==> config.mk <==
export PLATFORM = sky130hd
export DESIGN_NAME = mbgd_prod_reduce_accum_flat
export DESIGN_NICKNAME = d
export VERILOG_FILES = /design/src/rtl/mbgd_prod_reduce_accum_if.sv /design/src/rtl/mbgd_prod_reduce_accum.sv /design/src/flat_wrapper.sv
export SDC_FILE = /design/constraint.sdc
export NUM_CORES = 1
export LEC_CHECK = 0
export ABC_AREA = 1
export CELL_PAD_IN_SITES_DETAIL_PLACEMENT = 1
export CELL_PAD_IN_SITES_GLOBAL_PLACEMENT = 2
export CORE_MARGIN = 2
export CORE_UTILIZATION = 31
export DETAILED_ROUTE_END_ITERATION = 12
export MAX_ROUTING_LAYER = met4
export PLACE_DENSITY_LB_ADDON = 0.1
export SYNTH_ARGS = -nofsm -noshare
export SYNTH_HDL_FRONTEND = slang
export SYNTH_SLANG_ARGS = --single-unit
==> constraint.sdc <==
create_clock -name clk -period 2.62 [get_ports clk]
set_input_delay 0.262 -clock clk [delete_from_list [all_inputs] [get_ports clk]]
set_output_delay 0.262 -clock clk [all_outputs]
set_load 0.02 [all_outputs]
==> src/rtl/mbgd_prod_reduce_accum_if.sv <==
// Row-in / sum-out handshake bundle for the MBGD product reduce-accumulate block.
// The master drives rows and takes sums; the slave is the reduce-accumulate block.
interface mbgd_prod_reduce_accum_if #(
    parameter int N  = 8,
    parameter int PW = 16,
    parameter int SW = 24
) ();
    logic            prod_valid;
    logic            prod_ready;
    logic [PW*N-1:0] prod_data;
    logic            sum_valid;
    logic            sum_ready;
    logic [SW-1:0]   sum_data;
    logic            sum_ovf;

    modport master (
        output prod_valid, prod_data, sum_ready,
        input  prod_ready, sum_valid, sum_data, sum_ovf
    );

    modport slave (
        input  prod_valid, prod_data, sum_ready,
        output prod_ready, sum_valid, sum_data, sum_ovf
    );
endinterface

==> src/rtl/mbgd_prod_reduce_accum.sv <==
// Reduces N packed unsigned lane products per row through a registered adder tree.
// It accumulates BATCH rows into one sum that is held behind a valid/ready output.
module mbgd_prod_reduce_accum #(
    parameter int N     = 8,
    parameter int PW    = 16,
    parameter int BATCH = 4,
    parameter int SW    = 24
) (
    input  logic clk,
    input  logic resetn,
    input  logic clear_i,
    mbgd_prod_reduce_accum_if.slave bus
);
    localparam int LOG2N = $clog2(N);
    localparam int TW    = PW + LOG2N;
    localparam int CW    = $clog2(BATCH + 1);

    localparam logic [1:0] ST_ACCUM = 2'd0;
    localparam logic [1:0] ST_DRAIN = 2'd1;
    localparam logic [1:0] ST_HOLD  = 2'd2;

    logic [1:0]     state_q, state_d;
    logic [CW-1:0]  rowCount_q, rowCount_d;
    logic [SW-1:0]  accum_q, accum_d;
    logic           ovf_q, ovf_d;
    logic [LOG2N:1] lvlValid_q;
    logic [LOG2N:1] lvlLast_q;

    logic [TW-1:0]  lane    [N];
    logic [TW-1:0]  nodeSum [1:N-1];
    logic [TW-1:0]  node_q  [1:N-1];

    logic           accept;
    logic           rowLast;
    logic           finalValid;
    logic           finalLast;
    logic [SW:0]    accumSum;

    assign bus.prod_ready = resetn && (state_q == ST_ACCUM);
    assign accept         = bus.prod_valid && bus.prod_ready && !clear_i;
    assign rowLast        = (rowCount_q == CW'(BATCH - 1));
    assign finalValid     = lvlValid_q[LOG2N];
    assign finalLast      = lvlLast_q[LOG2N];
    assign accumSum       = {1'b0, accum_q} + (SW + 1)'(node_q[1]);

    assign bus.sum_valid  = (state_q == ST_HOLD);
    assign bus.sum_data   = accum_q;
    assign bus.sum_ovf    = ovf_q;

    for (genvar i = 0; i < N; i++) begin : g_lane
        assign lane[i] = TW'(bus.prod_data[PW*i +: PW]);
    end

    // Heap-ordered tree: node k sums children 2k and 2k+1, nodes N/2..N-1 sum lane pairs, node 1 is the root.
    for (genvar k = 1; k < N; k++) begin : g_node
        if (k >= N/2) begin : g_leaf
            assign nodeSum[k] = lane[2*k - N] + lane[2*k + 1 - N];
        end else begin : g_inner
            assign nodeSum[k] = node_q[2*k] + node_q[2*k + 1];
        end
    end

    always_ff @(posedge clk) begin
        node_q <= nodeSum;
    end

    always_ff @(posedge clk or negedge resetn) begin
        if (!resetn) begin
            lvlValid_q <= '0;
            lvlLast_q  <= '0;
        end else if (clear_i) begin
            lvlValid_q <= '0;
            lvlLast_q  <= '0;
        end else begin
            lvlValid_q[1] <= accept;
            lvlLast_q[1]  <= accept && rowLast;
            for (int j = 2; j <= LOG2N; j++) begin
                lvlValid_q[j] <= lvlValid_q[j-1];
                lvlLast_q[j]  <= lvlLast_q[j-1];
            end
        end
    end

    // Rows still in flight keep accumulating while draining; the last-tagged row closes the batch.
    always_comb begin
        state_d    = state_q;
        rowCount_d = rowCount_q;
        accum_d    = accum_q;
        ovf_d      = ovf_q;
        if (finalValid) begin
            accum_d = accumSum[SW-1:0];
            ovf_d   = ovf_q | accumSum[SW];
        end
        case (state_q)
            ST_ACCUM: begin
                if (accept) begin
                    if (rowLast) begin
                        rowCount_d = '0;
                        state_d    = ST_DRAIN;
                    end else begin
                        rowCount_d = rowCount_q + 1'b1;
                    end
                end
            end
            ST_DRAIN: begin
                if (finalValid && finalLast) begin
                    state_d = ST_HOLD;
                end
            end
            ST_HOLD: begin
                if (bus.sum_ready) begin
                    state_d = ST_ACCUM;
                    accum_d = '0;
                    ovf_d   = 1'b0;
                end
            end
            default: state_d = ST_ACCUM;
        endcase
        if (clear_i) begin
            state_d    = ST_ACCUM;
            rowCount_d = '0;
            accum_d    = '0;
            ovf_d      = 1'b0;
        end
    end

    always_ff @(posedge clk or negedge resetn) begin
        if (!resetn) begin
            state_q    <= ST_ACCUM;
            rowCount_q <= '0;
            accum_q    <= '0;
            ovf_q      <= 1'b0;
        end else begin
            state_q    <= state_d;
            rowCount_q <= rowCount_d;
            accum_q    <= accum_d;
            ovf_q      <= ovf_d;
        end
    end
endmodule

==> src/flat_wrapper.sv <==
// flat-port wrapper written by rule: the top's interface ports become plain ports
module mbgd_prod_reduce_accum_flat 
#(
    parameter int N     = 8,
    parameter int PW    = 16,
    parameter int BATCH = 4,
    parameter int SW    = 24
)
  (clk, resetn, clear_i, bus_prod_valid, bus_prod_data, bus_sum_ready, bus_prod_ready, bus_sum_valid, bus_sum_data, bus_sum_ovf);
  mbgd_prod_reduce_accum_if #(.N(N), .PW(PW), .SW(SW)) bus_i ();
  input  logic clk;
  input  logic resetn;
  input  logic clear_i;
  input wire logic [$bits(bus_i.prod_valid)-1:0] bus_prod_valid;
  input wire logic [$bits(bus_i.prod_data)-1:0] bus_prod_data;
  input wire logic [$bits(bus_i.sum_ready)-1:0] bus_sum_ready;
  output wire logic [$bits(bus_i.prod_ready)-1:0] bus_prod_ready;
  output wire logic [$bits(bus_i.sum_valid)-1:0] bus_sum_valid;
  output wire logic [$bits(bus_i.sum_data)-1:0] bus_sum_data;
  output wire logic [$bits(bus_i.sum_ovf)-1:0] bus_sum_ovf;
  assign bus_i.prod_valid = bus_prod_valid;
  assign bus_i.prod_data = bus_prod_data;
  assign bus_i.sum_ready = bus_sum_ready;
  assign bus_prod_ready = bus_i.prod_ready;
  assign bus_sum_valid = bus_i.sum_valid;
  assign bus_sum_data = bus_i.sum_data;
  assign bus_sum_ovf = bus_i.sum_ovf;
  mbgd_prod_reduce_accum #(.N(N), .PW(PW), .BATCH(BATCH), .SW(SW)) u_core (.clk(clk), .resetn(resetn), .clear_i(clear_i), .bus(bus_i));
endmodule
==> results of run 1 <==
## kinds of logic (layout without fill, tap and decap cells)
family | after synthesis | count (layout) | synth area share
buffers and inverters | 200 | 388 | 0.0704
AO/OA/AOI/OAI | 239 | 239 | 0.123
XOR/XNOR | 85 | 85 | 0.0675
adder cells (fa/ha/maj) | 144 | 144 | 0.169
flip-flops | 159 | 159 | 0.305
AND/OR/NAND/NOR | 699 | 699 | 0.265
## critical path, delay by kind of cell (launching register included)
kind	cells	cell delay (ns)
buffers and inverters	1	0.04
flip-flops	1	0.40
AND/OR/NAND/NOR	9	0.96
adder cells (fa/ha/maj)	2	0.69
## state kept, by name, indices dropped and copies added, names as in the netlist
signal and flops:
u_core.bus.sum_data 24, u_core.lvlValid_q 3, u_core.rowCount_q 3, u_core.state_q 2, u_core.bus.sum_ovf 1, u_core.lvlLast_q 3, u_core.node_q 123
## what timing repair did
item / 4_1_cts / 5_1_grt
hold buffers: 1 / 0
resized for setup: 0 / 0
endpoints found under the setup margin: 0 / 0
endpoints found under the hold margin: 36 / 0
## cell usage in the layout (no fill, tap or decap), types with 5 or more instances in the layout
cell	n
a21o_1	17
xor2_1	59
clkdlybuf4s50_1	158
nor2_1	155
nand4_1	16
inv_1	191
nand2_1	382
nand2_2	7
xnor2_1	26
nor3_1	21
o21a_1	6
nand3_1	96
o21ai_0	46
ha_1	136
o21ai_1	9
nand3_2	8
o21bai_1	7
o21ai_2	9
nor4_1	6
clkbuf_16	17
inv_6	5
dfxtp_1	123
a21oi_1	117
dfrtp_1	36
o211ai_1	9
a31oi_1	13
fa_1	8
## path summary, 6_finish.rpt
| kind | from | to | slack (ns) | cells past startpoint |
|---|---|---|---|---|
| worst max-delay path | u_core.bus.sum_data[0] | u_core.bus.sum_data[12] | 0.43 | 12 |
| worst min-delay path | resetn | u_core.state_q[0] | 0.43 | 3 |
| worst max register to register | u_core.bus.sum_data[0] | u_core.bus.sum_data[12] | 0.43 | 12 |
| worst min register to register | u_core.node_q[95] | u_core.node_q[114] | 0.46 | 1 |
| max in group asynchronous | resetn | u_core.bus.sum_data[11] | 1.79 | 3 |
| min in group clk | bus_prod_data[48] | u_core.node_q[38] | 0.45 | 2 |
## metal layers
| metal | global-route usage | part of all wire |
|---|---|---|
| met1 | 0.217 | 0.47 |
| met2 | 0.324 | 0.50 |
| met3 | 0.0220 | 0.019 |
| met4 | 0.0364 | 0.013 |
| met5 | - | 0 |
## final cells by class
class                   instances  area share
clock inverters                13      0.0111
inverters                     193      0.0526
well taps                     461      0.0419
multi-input cells            1167       0.501
repair buffers                163       0.118
clock buffers                  19      0.0315
flip-flops and latches        159       0.244
## power by group
part,switching [mW],leakage (nW),internal (mW)
clock network,1.09,0.281,1.43
registers,0.325,1.54,3.16
logic,3.56,5.05,2.20
total,4.98,6.87,6.78
==> impl_metrics.ini, run 1 <==
[sta]
finalMaxSlewViolations = 0
fin_skew_ns = 0.0133
fmax_mhz = 458
worstMarginPinSlew_ns = 0.582
rsz0062_at_grt = false
layout_setup_ws_ns = 0.435
holdWs_ns = 0.433
period_share = 0.834
setup_violations = 0
setup_tns_ns = 0
relSlewSlack = 0.612
hold_violations = 0
min_period_ns = 2.19

[synthesis]
async_flop_share = 0.226
synthesis.nets = 1803
synthCells = 1526
synth_flop_cell = dfxtp_1
post-synth-top-count-cell = nand2_1
synth.distinct_cells = 39
yosysSeqAreaShare = 0.305
yosysTopAreaCell = dfxtp_1
synthTopCellsByArea = dfxtp_1, ha_1, nand2_1, dfrtp_1, inv_1
yosys.area.top_type_share = 0.223
synth_edf_count = 0
netlist_area_um2 = 11000
yosysWarnings = 0
synth_commonest_cells = nand2_1, inv_1, nor2_1
avgSynthCellArea_um2 = 7.23
synth_seq_cells = 159

[final_layout]
stdcell_area_um2 = 13800
fin_util = 0.390
drive_gt1_frac = 0.0391
fin_nets = 1978
ff_latch_area_um2 = 3360
fillCellCount = 4433
diodes = 0
syn2layout_area_growth_pct = 24.7
layout.cells.non_filler = 2175
multi_input_area_um2 = 6890

[worst_setup_path]
crit_arrival_ns = 2.50
critPathRequiredTime_ns = 2.93
cp-end-kind = flop
start_kind = flop
slowest_delay_ns = 0.44
path_cells = ha_1 -> fa_1 -> nand3_1 -> nand3_2 -> nand2_1 -> nand3_1 -> nand2_1 -> nand2_1 -> nand2_1 -> nand3_1 -> nand2_1 -> inv_1
crit_type = flop to flop
worst-path-max-fanout = 4
crit_path_top_delay_cell = fa_1
cpMostUsedCell = nand2_1

[pwr]
total_leakage_power_nw = 6.87
power.total_mw = 11.8
p_per_area_nw_per_um2 = 855
vdd_drop_max_mv = 0.371

[run_status]
outcome = finished, final reports clean

[global_route]
antenna_found_initial = 1
grt_pass1_wl_mm = 51.9
grt_overflow = 0
grt_max_degree = 42
grt_usage = 0.180
grt_pass1_vias = 10738

[clock_network]
cts_buffers = 17
clk_pin_slew_ns = 0.07
cts_sinks = 159
cts_tree = done
cts_setup_buffers = 0
cts_root_buffer = clkbuf_16
htreeDepth = 4
cts_max_path_buffers = 2
clk_latency_ns = 0.43

[drt]
vias = 10278
drcViolationCount = 0
drtPass1Iterations = 5
wl_per_cell_um = 14.4
drt_iter0_markers = 200
postRouteAntennaNets = 0
routed_wl_mm = 31.3
via_per_inst = 4.73

[run]
max_cap_viol_count = 0

[placed_design]
dpl.cell_count = 2142
hpwl_mm = 26.8
portBuffers = 159
place_congestion = 0.816
pre_cts_slack_ns = 0.212
place_area_um2 = 13200

[floorplanning]
ioPinCount = 160
die_y_um = 193
rows = 69
die_width_um = 193
initial_core_util = 0.312
die-area_um2 = 37100
core_area_um2 = 35300

[hold_path]
hold_class = input port to async pin
Power figures use the tool's default switching activity.
==> run 2: changes to the inputs <==
==> constraint.sdc (replaced) <==
create_clock -name clk -period 2.24 [get_ports clk]
set_input_delay 0.224 -clock clk [delete_from_list [all_inputs] [get_ports clk]]
set_output_delay 0.224 -clock clk [all_outputs]
set_load 0.02 [all_outputs]
==> impl_metrics.ini, run 2 (synthesis gave the netlist of run 1 again) <==
[drt]
drcViolationCount = 0
wl_per_cell_um = 14.4
postRouteAntennaNets = 0
vias = 10265
drt_iter0_markers = 260
drtPass1Iterations = 4
routed_wl_mm = 31.5
via_per_inst = 4.70

[final_layout]
layout.cells.non_filler = 2184
top_register = u_core.node_q
largest_reg_flops = 123
layout_commonest_cell = nand2_1
fin_util = 0.393
syn2layout_area_growth_pct = 25.8
most-common-layout-cells = nand2_1, inv_1, clkdlybuf4s50_1
diodes = 0
fin_nets = 1987
drive_gt1_frac = 0.0464

[worst_setup_path]
cp-end-kind = flop
critPathRequiredTime_ns = 2.57
crit_type = flop to flop
start_kind = flop
r2r_slack_ns = 0.18
worst-path-max-fanout = 4
rr_endpoint = u_core.bus.sum_data[14]
crit_arrival_ns = 2.39
r2r-start = u_core.bus.sum_data[0]
reg2reg_depth = 12

[sta]
min_period_ns = 2.06
layout_setup_ws_ns = 0.185
fin_skew_ns = 0.0124
worstMarginPinSlew_ns = 0.565
period_share = 0.917
fmax_mhz = 487
setup_violations = 0
hold_violations = 0
finalMaxSlewViolations = 0
relSlewSlack = 0.623

[clock_network]
cts_root_buffer = clkbuf_16
cts_sinks = 159
clk_pin_slew_ns = 0.07
clk_latency_ns = 0.44
htreeDepth = 4
cts_max_path_buffers = 2
cts_setup_buffers = 0
cts_buffers = 17
cts_tree = done

[floorplanning]
die_width_um = 193
initial_core_util = 0.312
die-area_um2 = 37100
core_area_um2 = 35300
die_y_um = 193
rows = 69
ioPinCount = 160

[global_route]
antenna_found_initial = 1
grt_pass1_wl_mm = 52.3
grt_usage = 0.182
grt_max_degree = 42
grt_overflow = 0
grt_pass1_vias = 10785

[placed_design]
place_congestion = 0.809
dpl.cell_count = 2151
portBuffers = 159
hpwl_mm = 27.1
pre_cts_slack_ns = -0.0634

[hold_path]
hold_class = input port to async pin

[run]
max_cap_viol_count = 0

[pwr]
total_leakage_power_nw = 6.94
p_per_area_nw_per_um2 = 1000
power.total_mw = 13.9
vdd_drop_max_mv = 0.591

[run_status]
outcome = finished, final reports clean
==> run 2: stage by stage <==
step                instance area (um2)  hold WS [ns]   TNS, ns
global placement                  13200         0.337   -0.0874
CTS                               13900         0.385         0
floorplan                         11000       -0.0716         0
detailed placement                13200         0.344    -0.120
finish                            13900         0.392         0
global route                      13900         0.401  -0.00211
==> run 2: layer usage <==
layer / part of all wire / GRT usage
met1: 0.47 / 0.215
met4: 0.012 / 0.0411
met2: 0.50 / 0.329
met5: 0 / -
met3: 0.023 / 0.0227
==> run 2: critical path: stages (launching register included) <==
cell	delay (ns)
dfrtp_1	0.38
ha_1	0.25
fa_1	0.39
nand3_1	0.13
nand3_2	0.14
nand2_2	0.11
nand2_2	0.08
nand2_1	0.06
nand2_1	0.09
nand2_1	0.07
nand2_1	0.04
o21ai_0	0.17
inv_1	0.05
==> run 2: repair_timing <==
| item | CTS | global route |
|---|---|---|
| endpoints found under the hold margin | 36 | 0 |
| resized for setup | 0 | 5 |
| hold buffers | 1 | 0 |
| setup endpoints to repair | 0 | 5 |
==> run 2: how the worst max path moves through the flow <==
stage                            from                       to  slack [ns]  cells past startpoint
2_1_floorplan  u_core.bus.sum_data[0]  u_core.bus.sum_data[14]        0.27                     12
3_5_place_dp        bus_prod_data[16]        u_core.node_q[71]       -0.06                      9
6_report       u_core.bus.sum_data[0]  u_core.bus.sum_data[14]        0.18                     12
4_1_cts        u_core.bus.sum_data[0]  u_core.bus.sum_data[14]        0.10                     12
3_3_place_gp         bus_prod_data[0]        u_core.node_q[71]       -0.05                      9
5_1_grt        u_core.bus.sum_data[0]  u_core.bus.sum_data[14]      -0.002                     12
==> run 2: cell type report <==
cell class                      instances  area (um2)
Fill cell                            4401       21400
Multi-Input combinational cell       1167        6910
Sequential cell                       159        3360
Timing Repair Buffer                  172        1690
Inverter                              193         724
Tap cell                              461         577
Clock buffer                           23         500
Clock inverter                          9         120
==> run 2: power breakdown <==
part           leakage, nW  switching [mW]  internal [mW]
clock                0.293            1.25           1.82
sequential            1.54           0.375           3.69
combinational         5.11            4.18           2.59
total                 6.94            5.81           8.11
